### src/rtl/dmem_arbiter.sv
// Two-port arbiter/sequencer for the single-port data memory (port 0 CPU, port 1 loader).
// Latency: grant in IDLE cycle k, memory access in k+1, response strobe in k+2; one access per 3 cycles.
// Backpressure: requesters hold req until gnt; nothing is granted while busy; port 1 is forced after STARVE_MAX losses.
module dmem_arbiter #(
    parameter int AW         = 32,
    parameter int DW         = 32,
    parameter int DEPTH      = 100,
    parameter int STARVE_MAX = 4
) (
    input  logic          clk,
    input  logic          rst,
    input  logic          p0_req,
    input  logic          p0_we,
    input  logic [AW-1:0] p0_addr,
    input  logic [DW-1:0] p0_wdata,
    input  logic          p1_req,
    input  logic          p1_we,
    input  logic [AW-1:0] p1_addr,
    input  logic [DW-1:0] p1_wdata,
    output logic          p0_gnt,
    output logic          p0_rvalid,
    output logic [DW-1:0] p0_rdata,
    output logic          p0_err,
    output logic          p1_gnt,
    output logic          p1_rvalid,
    output logic [DW-1:0] p1_rdata,
    output logic          p1_err,
    output logic [AW-1:0] mem_addr,
    output logic [DW-1:0] mem_wd,
    output logic          mem_we,
    input  logic [DW-1:0] mem_rd,
    output logic          busy
);
    localparam int IW = AW - 2;
    localparam int SW = $clog2(STARVE_MAX + 1);
    localparam logic [AW-1:0] DEPTH_LIM  = AW'(DEPTH);
    localparam logic [SW-1:0] STARVE_LIM = SW'(STARVE_MAX);

    typedef enum logic [1:0] {
        IDLE   = 2'd0,
        ACCESS = 2'd1,
        RESP   = 2'd2
    } state_t;

    state_t        state;
    state_t        state_nxt;
    logic [SW-1:0] starve_cnt;

    // Access captured at grant time and replayed in ACCESS/RESP
    logic          lat_port;
    logic          lat_we;
    logic          lat_err;
    logic [IW-1:0] lat_idx;
    logic [DW-1:0] lat_wdata;
    logic [DW-1:0] resp_data;

    // Winner-side view of the request lines
    logic          any_req;
    logic          sel_p1;
    logic          win_we;
    logic          win_err;
    logic [AW-1:0] win_addr;
    logic [DW-1:0] win_wdata;
    logic [IW-1:0] win_idx;

    // Arbitration and address decode of the winning request (only acted on in IDLE)
    always_comb begin
        any_req   = p0_req | p1_req;
        sel_p1    = p1_req & (~p0_req | (starve_cnt == STARVE_LIM));
        win_we    = sel_p1 ? p1_we    : p0_we;
        win_addr  = sel_p1 ? p1_addr  : p0_addr;
        win_wdata = sel_p1 ? p1_wdata : p0_wdata;
        win_idx   = win_addr[AW-1:2];
        // Range check on the zero-extended full index so no high bits are lost
        win_err   = (win_addr[1:0] != 2'b00) | ({2'b00, win_idx} >= DEPTH_LIM);
    end

    // Next-state, grants and memory-side drive
    always_comb begin
        state_nxt = state;
        p0_gnt    = 1'b0;
        p1_gnt    = 1'b0;
        mem_addr  = '0;
        mem_wd    = '0;
        mem_we    = 1'b0;
        case (state)
            IDLE: begin
                if (any_req) begin
                    p0_gnt    = ~sel_p1;
                    p1_gnt    = sel_p1;
                    state_nxt = ACCESS;
                end
            end
            ACCESS: begin
                mem_addr  = lat_err ? '0 : {2'b00, lat_idx};
                mem_wd    = lat_wdata;
                mem_we    = lat_we & ~lat_err;
                state_nxt = RESP;
            end
            RESP: begin
                state_nxt = IDLE;
            end
            default: begin
                state_nxt = IDLE;
            end
        endcase
    end

    // Response strobes steered to the owning port only; the other port reads all zeros
    always_comb begin
        busy      = (state != IDLE);
        p0_rvalid = (state == RESP) & ~lat_port;
        p1_rvalid = (state == RESP) &  lat_port;
        p0_err    = p0_rvalid & lat_err;
        p1_err    = p1_rvalid & lat_err;
        p0_rdata  = p0_rvalid ? resp_data : '0;
        p1_rdata  = p1_rvalid ? resp_data : '0;
    end

    // State register; reset abandons any access in flight
    always_ff @(posedge clk) begin
        if (rst) begin
            state <= IDLE;
        end else begin
            state <= state_nxt;
        end
    end

    // Capture the winning request on grant
    always_ff @(posedge clk) begin
        if (rst) begin
            lat_port  <= 1'b0;
            lat_we    <= 1'b0;
            lat_err   <= 1'b0;
            lat_idx   <= '0;
            lat_wdata <= '0;
        end else if (state == IDLE && any_req) begin
            lat_port  <= sel_p1;
            lat_we    <= win_we;
            lat_err   <= win_err;
            lat_idx   <= win_idx;
            lat_wdata <= win_wdata;
        end
    end

    // Register read data at the end of ACCESS; writes and rejected accesses return zero
    always_ff @(posedge clk) begin
        if (rst) begin
            resp_data <= '0;
        end else if (state == ACCESS) begin
            resp_data <= (lat_we | lat_err) ? '0 : mem_rd;
        end
    end

    // Count consecutive IDLE-cycle losses by port 1; saturates at the forcing threshold
    always_ff @(posedge clk) begin
        if (rst) begin
            starve_cnt <= '0;
        end else if (state == IDLE) begin
            if (p1_gnt || !p1_req) begin
                starve_cnt <= '0;
            end else if (starve_cnt != STARVE_LIM) begin
                starve_cnt <= starve_cnt + 1'b1;
            end
        end
    end

endmodule

### config.mk
export PLATFORM = sky130hd
export DESIGN_NAME = dmem_arbiter
export DESIGN_NICKNAME = d
export VERILOG_FILES = /design/src/rtl/dmem_arbiter.sv
export SDC_FILE = /design/constraint.sdc
export NUM_CORES = 1
export LEC_CHECK = 0
export CAP_MARGIN = 20
export CORE_MARGIN = 2
export CORE_UTILIZATION = 39
export CTS_CLUSTER_SIZE = 14
export DETAILED_ROUTE_END_ITERATION = 6
export GPL_ROUTABILITY_DRIVEN = 0
export GPL_TIMING_DRIVEN = 0
export PLACE_DENSITY = 0.82
export REMOVE_ABC_BUFFERS = 1
export SLEW_MARGIN = 20
export SYNTH_ARGS = -nofsm -noshare
export SYNTH_HDL_FRONTEND = slang
export SYNTH_SLANG_ARGS = --single-unit
### constraint.sdc
create_clock -name clk -period 2.4 [get_ports clk]
set_input_delay 0.24 -clock clk [delete_from_list [all_inputs] [get_ports clk]]
set_output_delay 0.24 -clock clk [all_outputs]
set_load 0.05 [all_outputs]
# Yosys cells after proc, flatten, opt, wreduce, memory -nomap -nowiden

Index checks and enable logic that the tools add are counted.

RAM bits: 0
Register bits: 102
Bits in latches: 0
Word-level logic and storage cells: 55
Memories: 0
Output and inout port bits: 136
Input port bits: 166
ROM bits: 0

Add/subtract/negate cells: 1
Bitwise logic cells: 14
Muxes and demuxes: 18
Equality and inequality tests: 5
Shift operators: 0
Magnitude comparators: 1
Multiply operators: 0
Div/mod/pow operators: 0
Reduce and logical (&&, ||, !) cells: 8

Operator list:

| operator              | number |
|---|---|
| $mux W32              | 6 |
| $mux W30              | 2 |
| $ge A30 B7 Y1 const B | 1 |
| $and A1 B1 Y1         | 6 |
| $mux W1               | 6 |
| $mux W3               | 2 |
| $reduce_bool A2 Y1    | 3 |
| $not A1 Y1            | 4 |
| $or A1 B1 Y1          | 4 |
| $pmux W2 S2           | 1 |
| $add A3 B1 Y3 const B | 1 |
| $eq A3 B3 Y1 const B  | 1 |
| $ne A3 B3 Y1 const B  | 1 |
| $eq A2 B1 Y1 const B  | 1 |
| $eq A2 B2 Y1 const B  | 1 |
| $logic_not A2 Y1      | 1 |
| $mux W2               | 1 |
| $ne A2 B2 Y1 const B  | 1 |
| $reduce_and A2 Y1     | 1 |
| $logic_and A1 B1 Y1   | 1 |
| $logic_not A1 Y1      | 1 |
| $logic_or A1 B1 Y1    | 1 |

# Longest topological paths before layout

Depth in word-level cells: 8
Gate-level depth with buffers: 10
Gate-level depth less buffers: 7

# Worst setup path after synthesis

OpenSTA, ideal clock, no wires.

Path type: reg2out
From: reg state[1]
To: out p0_rdata[22]
Buffers on the path: 1
Slack: 0.223 ns
Stages on the path, launching flop included: 4
Data required time: 2.160 ns
Data arrival time: 1.937 ns
Cells stage by stage: dfxtp_1 -> nor3b_1 -> clkbuf_1 -> and2_1

Cells in the longest elaborated chain, start to end: 3

Ends and longest elaborated chain:

| element                | RTL line | text |
|---|---|---|
| from (decl)            | 45       | `state_t state;` |
| from (signal assigned) | 125      | `state <= state_nxt;` |
| $eq A2 B2 Y1           | 112      | `p0_rvalid = (state == RESP) & ~lat_port;` |
| $and A1 B1 Y1          | 112      |  |
| via p0_rvalid          | 21       | `output logic p0_rvalid,` |
| $mux W32               | 116      | `p0_rdata = p0_rvalid ? resp_data : '0;` |
| to (decl)              | 22       | `output logic [DW-1:0] p0_rdata,` |

The timed path passes the listed nets, and every way through them passes these cells.

# Worst setup path after layout

From: reg state[0]
To: out mem_wd[3]

Cells in the longest elaborated chain, start to end: 2

Ends and longest elaborated chain:

| element      | RTL line | text |
|---|---|---|
| $eq A2 B1 Y1 | 86       | `case (state)` |
| $mux W32     | 86       |  |
| to (decl)    | 29       | `output logic [DW-1:0] mem_wd,` |

No other way between the ends.

==> flow_metrics.py <==
metrics = {
    "cells_and_area": {
        "nets": 1048,
        "utilization_pct": 66.0,
        "fillers": 1106,
        "ff_latch_area_um2": 2040,
        "multi_input_area_um2": 3080,
        "instances_no_fill": 1061,
        "antennaDiodeCount": 0,
        "areaGrowthSynthToFinish_pct": 64.9,
        "drive_gt1_share_pct": 19.2,
    },
    "route": {
        "vias": 5545,
        "detail-route-antenna-nets": 0,
        "drc": 0,
        "wire_per_inst_um": 17.6,
        "routed_wl_mm": 18.6,
        "drt_iter0_drc": 247,
        "dr.pass1.iters": 4,
        "vias_per_cell": 5.23,
    },
    "worst_setup_path": {
        "cp-startpoint": "state[0]",
        "rr_startpoint": "starve_cnt[0]",
        "r2r_slack_ns": 0.21,
        "start_kind": "flop",
        "cp_max_fo": 20,
        "ff2ff_path_depth": 8,
        "crit_type": "reg -> out",
        "cp.required_ns": 2.16,
        "cp-end-kind": "primary output",
        "worst_r2r_endpoint": "lat_wdata[10]",
        "crit_arrival_ns": 2.05,
    },
    "floorplan": {
        "die_area_um2": 14600,
        "start_util_pct": 40.0,
        "rows": 42,
        "die_x_um": 121,
        "core_area_um2": 13300,
        "die_h_um": 121,
        "io_pins": 302,
    },
    "synth": {
        "ys_types": 39,
        "async_flop_share_pct": 0,
        "seq_area_frac_synth_pct": 38.4,
        "synth_area_leaders": "dfxtp_1, and2_1, a22oi_2, mux2i_1, a22oi_1",
        "yosysMostFrequentCell": "and2_1",
        "synth_edf_count": 0,
        "synth.avg_cell_area_um2": 8.93,
        "syn_area_um2": 5320,
        "ys_ff_latch": 102,
        "yosys_warnings": 0,
        "yosysTopAreaCellShare_pct": 38.4,
        "synth-main-ff-cell": "dfxtp_1",
        "synth_largest_area_cell": "dfxtp_1",
        "syn_inst": 596,
        "synth_common_cells": "and2_1, dfxtp_1, nor2_1",
    },
    "hold_path": {
        "hold-path-cell-count": 2,
        "hold_path.class": "in -> reg",
        "min_from": "rst",
        "min_to": "lat_wdata[28]",
    },
    "sta": {
        "grt_setup_unrepaired": "no",
        "clock_skew_ns": 0.00626,
        "max_freq_ghz": 0.436,
        "layout_setup_ws_ns": 0.107,
        "slew_viol_final": 0,
        "setup_viol": 0,
        "finalCritPeriodShare_pct": 95.5,
        "finalHoldViolCount": 0,
        "finalCriticalPeriod_ns": 2.29,
        "tightest_slew_ns": 0.889,
        "maxSlewHeadroom_pct": 40.7,
    },
    "clock_network": {
        "cts_buffer_depth": 2,
        "numCtsBuffers": 9,
        "clock_latency_ns": 0.34,
        "cts_tree": "done",
        "clock-sinks": 102,
        "htree_num_levels": 3,
        "clk_pin_slew_ns": 0.07,
        "root_buffer": "clkbuf_16",
    },
    "grt": {
        "grt_pass1_vias": 5558,
        "grt_max_degree": 64,
        "antenna_found_initial": 0,
        "grt_pass1_wl_mm": 28.5,
        "grtUsageTotal_pct": 24.7,
        "grt_remaining_overflow": 0,
    },
    "job": {
        "cap_violations": 0,
    },
    "placed_design": {
        "place_ws_ns": -1.04,
        "dp.cells": 1027,
        "hpwlAfterDp_mm": 13.0,
        "io_buffers": 299,
    },
    "power": {
        "max-vdd-ir-drop_mv": 0.278,
        "power.total_mw": 4.79,
        "leakagePower_nw": 3.77,
        "p_per_area_nw_per_um2": 545,
    },
    "status": {
        "status": "complete, no violations",
    },
}
## metal layers
| metal | up-vias | wire (um) | GRT usage (%) |
|---|---|---|---|
| met5 | - | 0 | 0 |
| met4 | 0 | 661 | 10.9 |
| met3 | 48 | 1430 | 6.89 |
| met2 | 242 | 9130 | 43.2 |
| met1 | 2617 | 7400 | 27.9 |
| li1 | 2638 | - | - |
## cell usage in the layout, fill, tap and decap left out, drive strengths merged
cell / instances
clkdlybuf4s50: 164
and2: 131
dfxtp: 102
nor2: 76
dlygate4sd2: 73
a22oi: 65
clkdlybuf4s15: 38
a21oi: 37
nand2: 36
a211oi: 31
clkbuf: 31
mux2i: 30
buf: 24
nor4: 11
nand4: 5
nand2b: 4
inv: 3
o21ai: 3
or4: 2
o311a: 2
ha: 2
conb: 2
bufinv: 2
clkinv: 2
nor2b: 1
a21boi: 1
and3b: 1
nor3b: 1
nor3: 1
and4: 1
a22o: 1
clkinvlp: 1
dlymetal6s2s: 1
## registers in the layout, indices dropped and copies added (netlist names)
name,cells
lat_wdata,32
resp_data,32
lat_idx,30
starve_cnt,3
state,2
lat_err,1
lat_port,1
lat_we,1
## worst max-delay path, stage by stage (launching register included)
cell and delay (ns):
dfxtp_2 0.46, nor2b_4 0.36, buf_8 0.20, and2_1 0.13
dlygate4sd2_1 0.55
## cell type report
cell class | count | share of cell area (%)
clock inverters | 5 | 0.926
clock buffers | 11 | 2.88
well taps | 176 | 2.51
multi-input cells | 444 | 35.1
repair buffers | 320 | 35.2
inverters | 3 | 0.128
flip-flops and latches | 102 | 23.3
## logic make-up after synthesis
group / after synthesis / share of synthesized area [%]
and+or+nand+nor: 265 / 26.8
AOI/OAI and AO/OA: 140 / 23.1
DFF: 102 / 38.4
buffers and inverters: 56 / 5.50
muxes: 30 / 5.64
adders and majority gates: 2 / 0.470
other: 1 / 0.0705
## report_power, final
part	total (mW)	internal (mW)	switching (mW)
sequential	1.92	1.83	0.0881
clock	1.62	0.972	0.644
combinational	1.25	0.582	0.666
total	4.79	3.39	1.40
## worst max-delay path by stage
stage                         to  slack, ns  depth (start not counted)
floorplan                 p0_err      -1.14                          2
global placement     mem_addr[6]      -1.86                          4
detailed placement        p0_gnt      -1.04                          5
CTS                       p0_gnt      -0.03                          5
global route        p1_rdata[11]      0.003                          3
finish                 mem_wd[3]       0.11                          4
## metrics by stage
step           setup TNS [ns]  area [um2]  hold WS, ns
2_1_floorplan          -41.47        5040        0.302
3_3_place_gp          -292.03        8260        0.458
3_5_place_dp           -29.10        8440        0.470
4_1_cts               -0.0283        8780        0.258
5_1_grt                     0        8780        0.272
6_report                    0        8780        0.270
## repair_timing
action,4_1_cts,5_1_grt
hold buffers,0,0
gates resized for setup,213,46
pin swaps,4,2
cloned,4,1
buffers inserted,6,7
endpoints found under the setup margin,167,42
No activity file was read; power rests on OpenSTA's default activity.
